==> src/rtl/niosii_processor_pb_data_in_if.sv <==
// Avalon-MM slave bus plus raw push-button inputs and level interrupt for the PB_DATA_IN port.
interface niosii_processor_pb_data_in_if #(
  parameter int WIDTH = 15
);
  logic [1:0]       address;
  logic             chipselect;
  logic             write_n;
  logic [31:0]      writedata;
  logic [WIDTH-1:0] in_port;
  logic [31:0]      readdata;
  logic             irq;

  modport slave (
    input  address, chipselect, write_n, writedata, in_port,
    output readdata, irq
  );

  modport master (
    output address, chipselect, write_n, writedata, in_port,
    input  readdata, irq
  );
endinterface

==> src/rtl/niosii_processor_pb_data_in.sv <==
// Debounced push-button input port with rising-edge capture, IRQ mask and level interrupt.
// Input change reaches DATA DEBOUNCE_CYCLES+2 edges after first sample; reads are 1-cycle registered, never stalled.
module niosii_processor_pb_data_in #(
  parameter int WIDTH           = 15,
  parameter int DEBOUNCE_CYCLES = 4
) (
  input logic                          clk,
  input logic                          reset,
  niosii_processor_pb_data_in_if.slave bus
);
  localparam logic [15:0] CNT_MAX = 16'(DEBOUNCE_CYCLES - 1);

  logic [WIDTH-1:0] r_sync1;
  logic [WIDTH-1:0] r_sync2;
  logic [WIDTH-1:0] r_sync_prev;
  logic [WIDTH-1:0] r_data_in;
  logic [WIDTH-1:0] r_irqmask;
  logic [WIDTH-1:0] r_edgecap;
  logic [15:0]      r_cnt;
  logic [31:0]      r_readdata;

  logic             w_stable;
  logic             w_load;
  logic             w_wr;
  logic [WIDTH-1:0] w_rise;
  logic [WIDTH-1:0] w_clr;
  logic [WIDTH-1:0] w_edgecap_nxt;
  logic [31:0]      w_rd_mux;

  assign w_stable = (r_sync2 == r_sync_prev);
  assign w_load   = w_stable && (r_cnt == CNT_MAX);
  assign w_wr     = bus.chipselect && !bus.write_n;
  assign w_rise   = w_load ? (r_sync2 & ~r_data_in) : '0;
  assign w_clr    = (w_wr && (bus.address == 2'd3)) ? bus.writedata[WIDTH-1:0] : '0;
  // Set wins over a simultaneous write-1-to-clear of the same bit.
  assign w_edgecap_nxt = (r_edgecap & ~w_clr) | w_rise;

  always_comb begin
    w_rd_mux = '0;
    case (bus.address)
      2'd0:    w_rd_mux[WIDTH-1:0] = r_data_in;
      2'd2:    w_rd_mux[WIDTH-1:0] = r_irqmask;
      2'd3:    w_rd_mux[WIDTH-1:0] = r_edgecap;
      default: w_rd_mux = '0;
    endcase
  end

  always_ff @(posedge clk) begin
    if (reset) begin
      r_sync1     <= '0;
      r_sync2     <= '0;
      r_sync_prev <= '0;
      r_data_in   <= '0;
      r_irqmask   <= '0;
      r_edgecap   <= '0;
      r_cnt       <= '0;
      r_readdata  <= '0;
    end else begin
      r_sync1     <= bus.in_port;
      r_sync2     <= r_sync1;
      r_sync_prev <= r_sync2;

      if (!w_stable) begin
        r_cnt <= '0;
      end else if (r_cnt < CNT_MAX) begin
        r_cnt <= r_cnt + 16'd1;
      end

      if (w_load) begin
        r_data_in <= r_sync2;
      end

      if (w_wr && (bus.address == 2'd2)) begin
        r_irqmask <= bus.writedata[WIDTH-1:0];
      end

      r_edgecap  <= w_edgecap_nxt;
      r_readdata <= w_rd_mux;
    end
  end

  assign bus.readdata = r_readdata;
  assign bus.irq      = |(r_edgecap & r_irqmask);
endmodule

==> src/flat_wrapper.sv <==
// flat-port wrapper written by rule: the top's interface ports become plain ports
module niosii_processor_pb_data_in_flat 
#(
  parameter int WIDTH           = 15,
  parameter int DEBOUNCE_CYCLES = 4
)
  (clk, reset, bus_address, bus_chipselect, bus_write_n, bus_writedata, bus_in_port, bus_readdata, bus_irq);
  niosii_processor_pb_data_in_if #(.WIDTH(WIDTH)) bus_i ();
  input logic clk;
  input logic reset;
  input wire logic [$bits(bus_i.address)-1:0] bus_address;
  input wire logic [$bits(bus_i.chipselect)-1:0] bus_chipselect;
  input wire logic [$bits(bus_i.write_n)-1:0] bus_write_n;
  input wire logic [$bits(bus_i.writedata)-1:0] bus_writedata;
  input wire logic [$bits(bus_i.in_port)-1:0] bus_in_port;
  output wire logic [$bits(bus_i.readdata)-1:0] bus_readdata;
  output wire logic [$bits(bus_i.irq)-1:0] bus_irq;
  assign bus_i.address = bus_address;
  assign bus_i.chipselect = bus_chipselect;
  assign bus_i.write_n = bus_write_n;
  assign bus_i.writedata = bus_writedata;
  assign bus_i.in_port = bus_in_port;
  assign bus_readdata = bus_i.readdata;
  assign bus_irq = bus_i.irq;
  niosii_processor_pb_data_in #(.WIDTH(WIDTH), .DEBOUNCE_CYCLES(DEBOUNCE_CYCLES)) u_core (.clk(clk), .reset(reset), .bus(bus_i));
endmodule
==> config.mk <==
export PLATFORM = sky130hd
export DESIGN_NAME = niosii_processor_pb_data_in_flat
export DESIGN_NICKNAME = d
export VERILOG_FILES = /design/src/rtl/niosii_processor_pb_data_in_if.sv /design/src/rtl/niosii_processor_pb_data_in.sv /design/src/flat_wrapper.sv
export SDC_FILE = /design/constraint.sdc
export NUM_CORES = 1
export LEC_CHECK = 0
export CORE_MARGIN = 2
export CORE_UTILIZATION = 45
export DETAILED_ROUTE_END_ITERATION = 10
export PLACE_DENSITY = 0.84
export SETUP_SLACK_MARGIN = 0.4
export SKIP_CTS_REPAIR_TIMING = 1
export SYNTH_ARGS = -nofsm -noshare
export SYNTH_HDL_FRONTEND = slang
export SYNTH_SLANG_ARGS = --single-unit
==> constraint.sdc <==
create_clock -name clk -period 1.9 [get_ports clk]
set_clock_uncertainty 0.05 [all_clocks]
set_input_delay 0.38 -clock clk [delete_from_list [all_inputs] [get_ports clk]]
set_output_delay 0.38 -clock clk [all_outputs]
set_load 0.005 [all_outputs]
* Word-level counts from Yosys, hierarchy flattened *
Cells that the tools add are included.

cells by class
  order comparisons = 1
  reduce and logical (&&, ||, !) cells = 8
  bitwise gates (word level) = 7
  add/subtract/negate cells = 1
  mux-type cells = 3
  equal/unequal tests = 4

operators by type and width
  cell                                                   count
  AND 15 bit                                             3
  case mux 15 bit (3 select lines)                       1
  2-to-1 mux 15 bit                                      2
  NOT 15 bit                                             2
  adder 16 x 1 -> 16 bit (second input constant)         1
  equality test 16 x 2 -> 1 bit (second input constant)  1
  < comparator 16 x 2 -> 1 bit (second input constant)   1
  equality test 15 bit                                   1
  OR 15 bit                                              1
  OR reduction 15 bit                                    1
  equality test 2 bit (second input constant)            2
  logical AND 1 bit                                      4
  logical NOT 2 bit                                      1
  OR reduction 2 bit                                     1
  logical NOT 1 bit                                      1
  NOT 1 bit                                              1

word-level totals
  logic and storage cells = 33
  output and inout bits = 33
  bits in registers = 138
  bits of input ports = 53

* Longest topological paths before layout *
  depth in word-level cells = 7
  gate-level depth with buffers = 7
  depth with buffers taken out = 5

* Least setup slack after synthesis *
Ideal clock, no wire load.

  path type = register to register
  start = register u_core.r_cnt[3]
  end = register u_core.r_data_in[14]
  period minus slack after synthesis = 2.052 ns
  slack = -0.152 ns
  cell stages (with the launch flop) = 7
  data arrival time = 1.878 ns
  setup time = 0.123 ns
  data required time = 1.727 ns
  path buffers = 1
  cell sequence = dfxtp_1 or4_1 nor3_2 nand4_1 or3_4 buf_6 mux2_1

between the ends
  longest elaborated chain between the ends = 2

RTL lines
  item                           line                               text
  start: declaration             niosii_processor_pb_data_in.sv:19  logic [15:0] r_cnt;
  start signal: assignment       niosii_processor_pb_data_in.sv:66  r_cnt <= r_cnt + 16'd1;
  equality test 16 x 2 -> 1 bit  niosii_processor_pb_data_in.sv:31  assign w_load = w_stable && (r_cnt == CNT_MAX);
  logical AND 1 bit              niosii_processor_pb_data_in.sv:31
  end signal: assignment         niosii_processor_pb_data_in.sv:70  r_data_in <= r_sync2;
  end: declaration               niosii_processor_pb_data_in.sv:16  logic [WIDTH-1:0] r_data_in;

Every way passes these cells.
A chain may end at the register's enable or synchronous reset.

* Worst setup path after layout *
  start = register u_core.r_cnt[7]
  end = register u_core.r_data_in[4]

Same word-level chain as after synthesis.

==> flow_summary_export.csv <==
group,metric,value,unit
clocking,clk_latency,0.52,ns
setup_path,r2r-end,"u_core.r_data_in[4]",
sta,finalHoldViolCount,0,
synthesis,syn_area_per_cell,9.69,um2
clocking,htreeDepth,4,
synthesis,synth_edf_count,0,
pwr,power_density,1010,nW/um2
floorplanning,die_w,104,um
outcome,status,"complete, but fails checks",
outcome,violations,"setup timing",
detailed_routing,vias_per_cell,5.09,
clocking,cts_buffer_depth,2,
sta,period_needed,2.23,ns
min_path,hold_path.class,"input port to flip-flop",
floorplanning,num_rows,36,
setup_path,crit_fanout,7,
clocking,clkTransAtPathRegs,0.06,ns
setup_path,start_kind,"flip-flop",
setup_path,critPathArrivalTime,2.61,ns
sta,fin_crit_sh,118,%
synthesis,yosys_warnings,0,
global_routing,grt_max_degree,31,
final_layout,area_delta_synth_final,37.0,%
detailed_routing,dr.pass1.iters,5,
setup_path,timing.rr.start,"u_core.r_cnt[7]",
global_routing,grt_pass1_vias,3200,
sta,worst_slack,-0.334,ns
detailed_routing,drt_iter0_markers,248,
setup_path,r2r_cells,6,
global_routing,grt_usage,17.6,%
floorplanning,io_pins,86,
synthesis,synth_area_leaders,"dfxtp_1, mux2i_1, nor2b_1, nand2b_1, nand2_1",
pwr,power,6.25,mW
synthesis,ys_async_sr_fraction,0,%
setup_path,r2r_slack,-0.33,ns
placed_design,post-dp-hpwl,5970,um
setup_path,end_kind,"flip-flop",
placed_design,gp_congestion,0.827,
floorplanning,die_h,104,um
synthesis,synth_seq_cells,121,
setup_path,cp-startpoint,"u_core.r_cnt[7]",
setup_path,worst_ep_required_time,2.27,ns
clocking,cts_tree,"built",
synthesis,ys.flop_type,"dfxtp_1",
synthesis,netlist_instances,466,
floorplanning,initial_core_util,46.2,%
sta,grt_setup_unrepaired,"yes",
global_routing,antenna_found_initial,0,
detailed_routing,drt-total-wl,10900,um
synthesis,synth_top_area_share,53.6,%
pwr,p_leak,2.90,nW
detailed_routing,wire_per_inst,16.0,um
sta,maxSlewViolCount,0,
global_routing,grt-ovfl-total,0,
floorplanning,dieArea,10900,um2
final_layout,drive_gt1_share,18.1,%
final_layout,antenna_cells,0,
global_routing,grt_pass1_wl,15200,um
job,cap_viol_max_count,0,
sta,setup_viol,31,
placed_design,io_buffers,51,
synthesis,synth_largest_area_cell,"dfxtp_1",
final_layout,layout.nets,589,
synthesis,netlist_area,4520,um2
detailed_routing,vias,3463,
synthesis,yosysUniqueCellTypes,33,
clocking,tritoncts.num_buffers,17,
sta,whs,0.278,ns
setup_path,setup.worst_path.end,"u_core.r_data_in[4]",
pwr,ir_drop,0.000579,V
floorplanning,design.core.area,9770,um2
detailed_routing,ant_nets,0,
sta,fmax,448,MHz
setup_path,crit_type,"flip-flop to flip-flop",
clocking,cts-root-buf,"clkbuf_8",
synthesis,yosysSeqAreaShare,53.6,%
detailed_routing,drc,0,
clocking,clkSinkCount,121,
-- synthesized netlist by cell type, types with 3 or more instances --
master,n
mux2i_1,30
nand4_1,3
inv_1,16
and2_1,16
clkbuf_1,21
nand3b_1,15
nor4_1,5
nand2_1,45
a22oi_1,4
nand2b_1,30
dfxtp_1,121
a21oi_1,31
nor2b_1,32
xnor2_1,3
buf_4,18
o31ai_1,13
nor2_1,33
xor2_1,13
-- placed cells by master, fill, tap and decap left out, types with 4 or more instances in the layout --
| cell type | instances |
|---|---|
| clkinv_2 | 5 |
| clkbuf_16 | 18 |
| nand3b_1 | 15 |
| clkdlybuf4s50_1 | 34 |
| a21oi_1 | 31 |
| buf_6 | 4 |
| o31ai_4 | 11 |
| conb_1 | 17 |
| nand2b_1 | 30 |
| and2_4 | 14 |
| nor2_1 | 33 |
| buf_4 | 14 |
| mux2i_1 | 30 |
| nand2_1 | 45 |
| xor2_1 | 12 |
| nor2b_1 | 32 |
| nor4_1 | 4 |
| inv_1 | 16 |
| dfxtp_2 | 5 |
| bufinv_16 | 4 |
| a22oi_1 | 4 |
| dlymetal6s2s_1 | 15 |
| dfxtp_1 | 116 |
-- worst min-delay path by stage --
| stage | endpoint | startpoint | depth (start not counted) |
|---|---|---|---|
| after floorplan | u_core.r_sync2[3] | u_core.r_sync1[3] | 1 |
| after detailed placement | u_core.r_sync2[8] | u_core.r_sync1[8] | 1 |
| after global placement | u_core.r_sync2[12] | u_core.r_sync1[12] | 1 |
| final | u_core.r_irqmask[14] | reset | 2 |
| after CTS | u_core.r_irqmask[14] | reset | 2 |
| after global routing | u_core.r_irqmask[3] | reset | 2 |
-- metrics by stage --
stage	utilization (%)	setup TNS (ns)	worst slack, ns	instances	area [um2]
finish	63.3	-7.81	-0.334	681	6190
global route	63.3	-9.60	-0.423	681	6190
CTS	59.5	-5.01	-0.572	676	5820
detailed placement	53.2	-4.28	-0.206	644	5200
global placement	53.2	-3.22	-0.154	644	5200
floorplan	-	-1.35	-0.141	482	4590
-- cell type report --
type,count,area [um2]
multi-input cells,304,2100
clock inverters,12,171
inverters,16,60.1
repair buffers,75,813
clock buffers,20,445
flip-flops and latches,121,2430
well taps,133,166
fillers,746,3580
-- power by group --
part           total [mW]  leakage [nW]  switching (mW)  internal [mW]
sequential           2.61         0.985          0.0241           2.59
combinational       0.308          1.60           0.149          0.159
clock                3.33         0.309            1.13           2.19
total                6.25          2.90            1.31           4.94
-- layer usage --
metal | global-route usage, % | wire length (um) | vias up
met5 | 0 | 0 | -
met4 | 8.98 | 329 | 0
met3 | 5.51 | 715 | 32
met2 | 28.5 | 5350 | 157
met1 | 21.1 | 4490 | 1630
li1 | - | - | 1644
-- critical path: stages (launching register included) --
cell and delay [ns]:
dfxtp_2 0.31, or4_4 0.54, nor3_4 0.19, nand4_1 0.16
or3_4 0.46, clkbuf_16 0.21, mux2i_1 0.21
-- cells by family after synthesis --
logic type / count (synthesis) / synth area share, %
DFF: 121 / 53.6
buffers and inverters: 57 / 6.57
xor gates and xnor gates: 16 / 3.10
AOI/OAI and AO/OA: 53 / 7.34
other: 1 / 0.0830
muxes: 31 / 6.90
adders and majority gates: 1 / 0.277
and+or+nand+nor: 186 / 22.1
-- registers in the layout, summed over array words and instances (netlist names) --
signal	flops
u_core.bus.readdata	15
u_core.r_cnt	16
u_core.r_data_in	15
u_core.r_edgecap	15
u_core.r_irqmask	15
u_core.r_sync1	15
u_core.r_sync2	15
u_core.r_sync_prev	15
(Power assumes the default switching activity.)
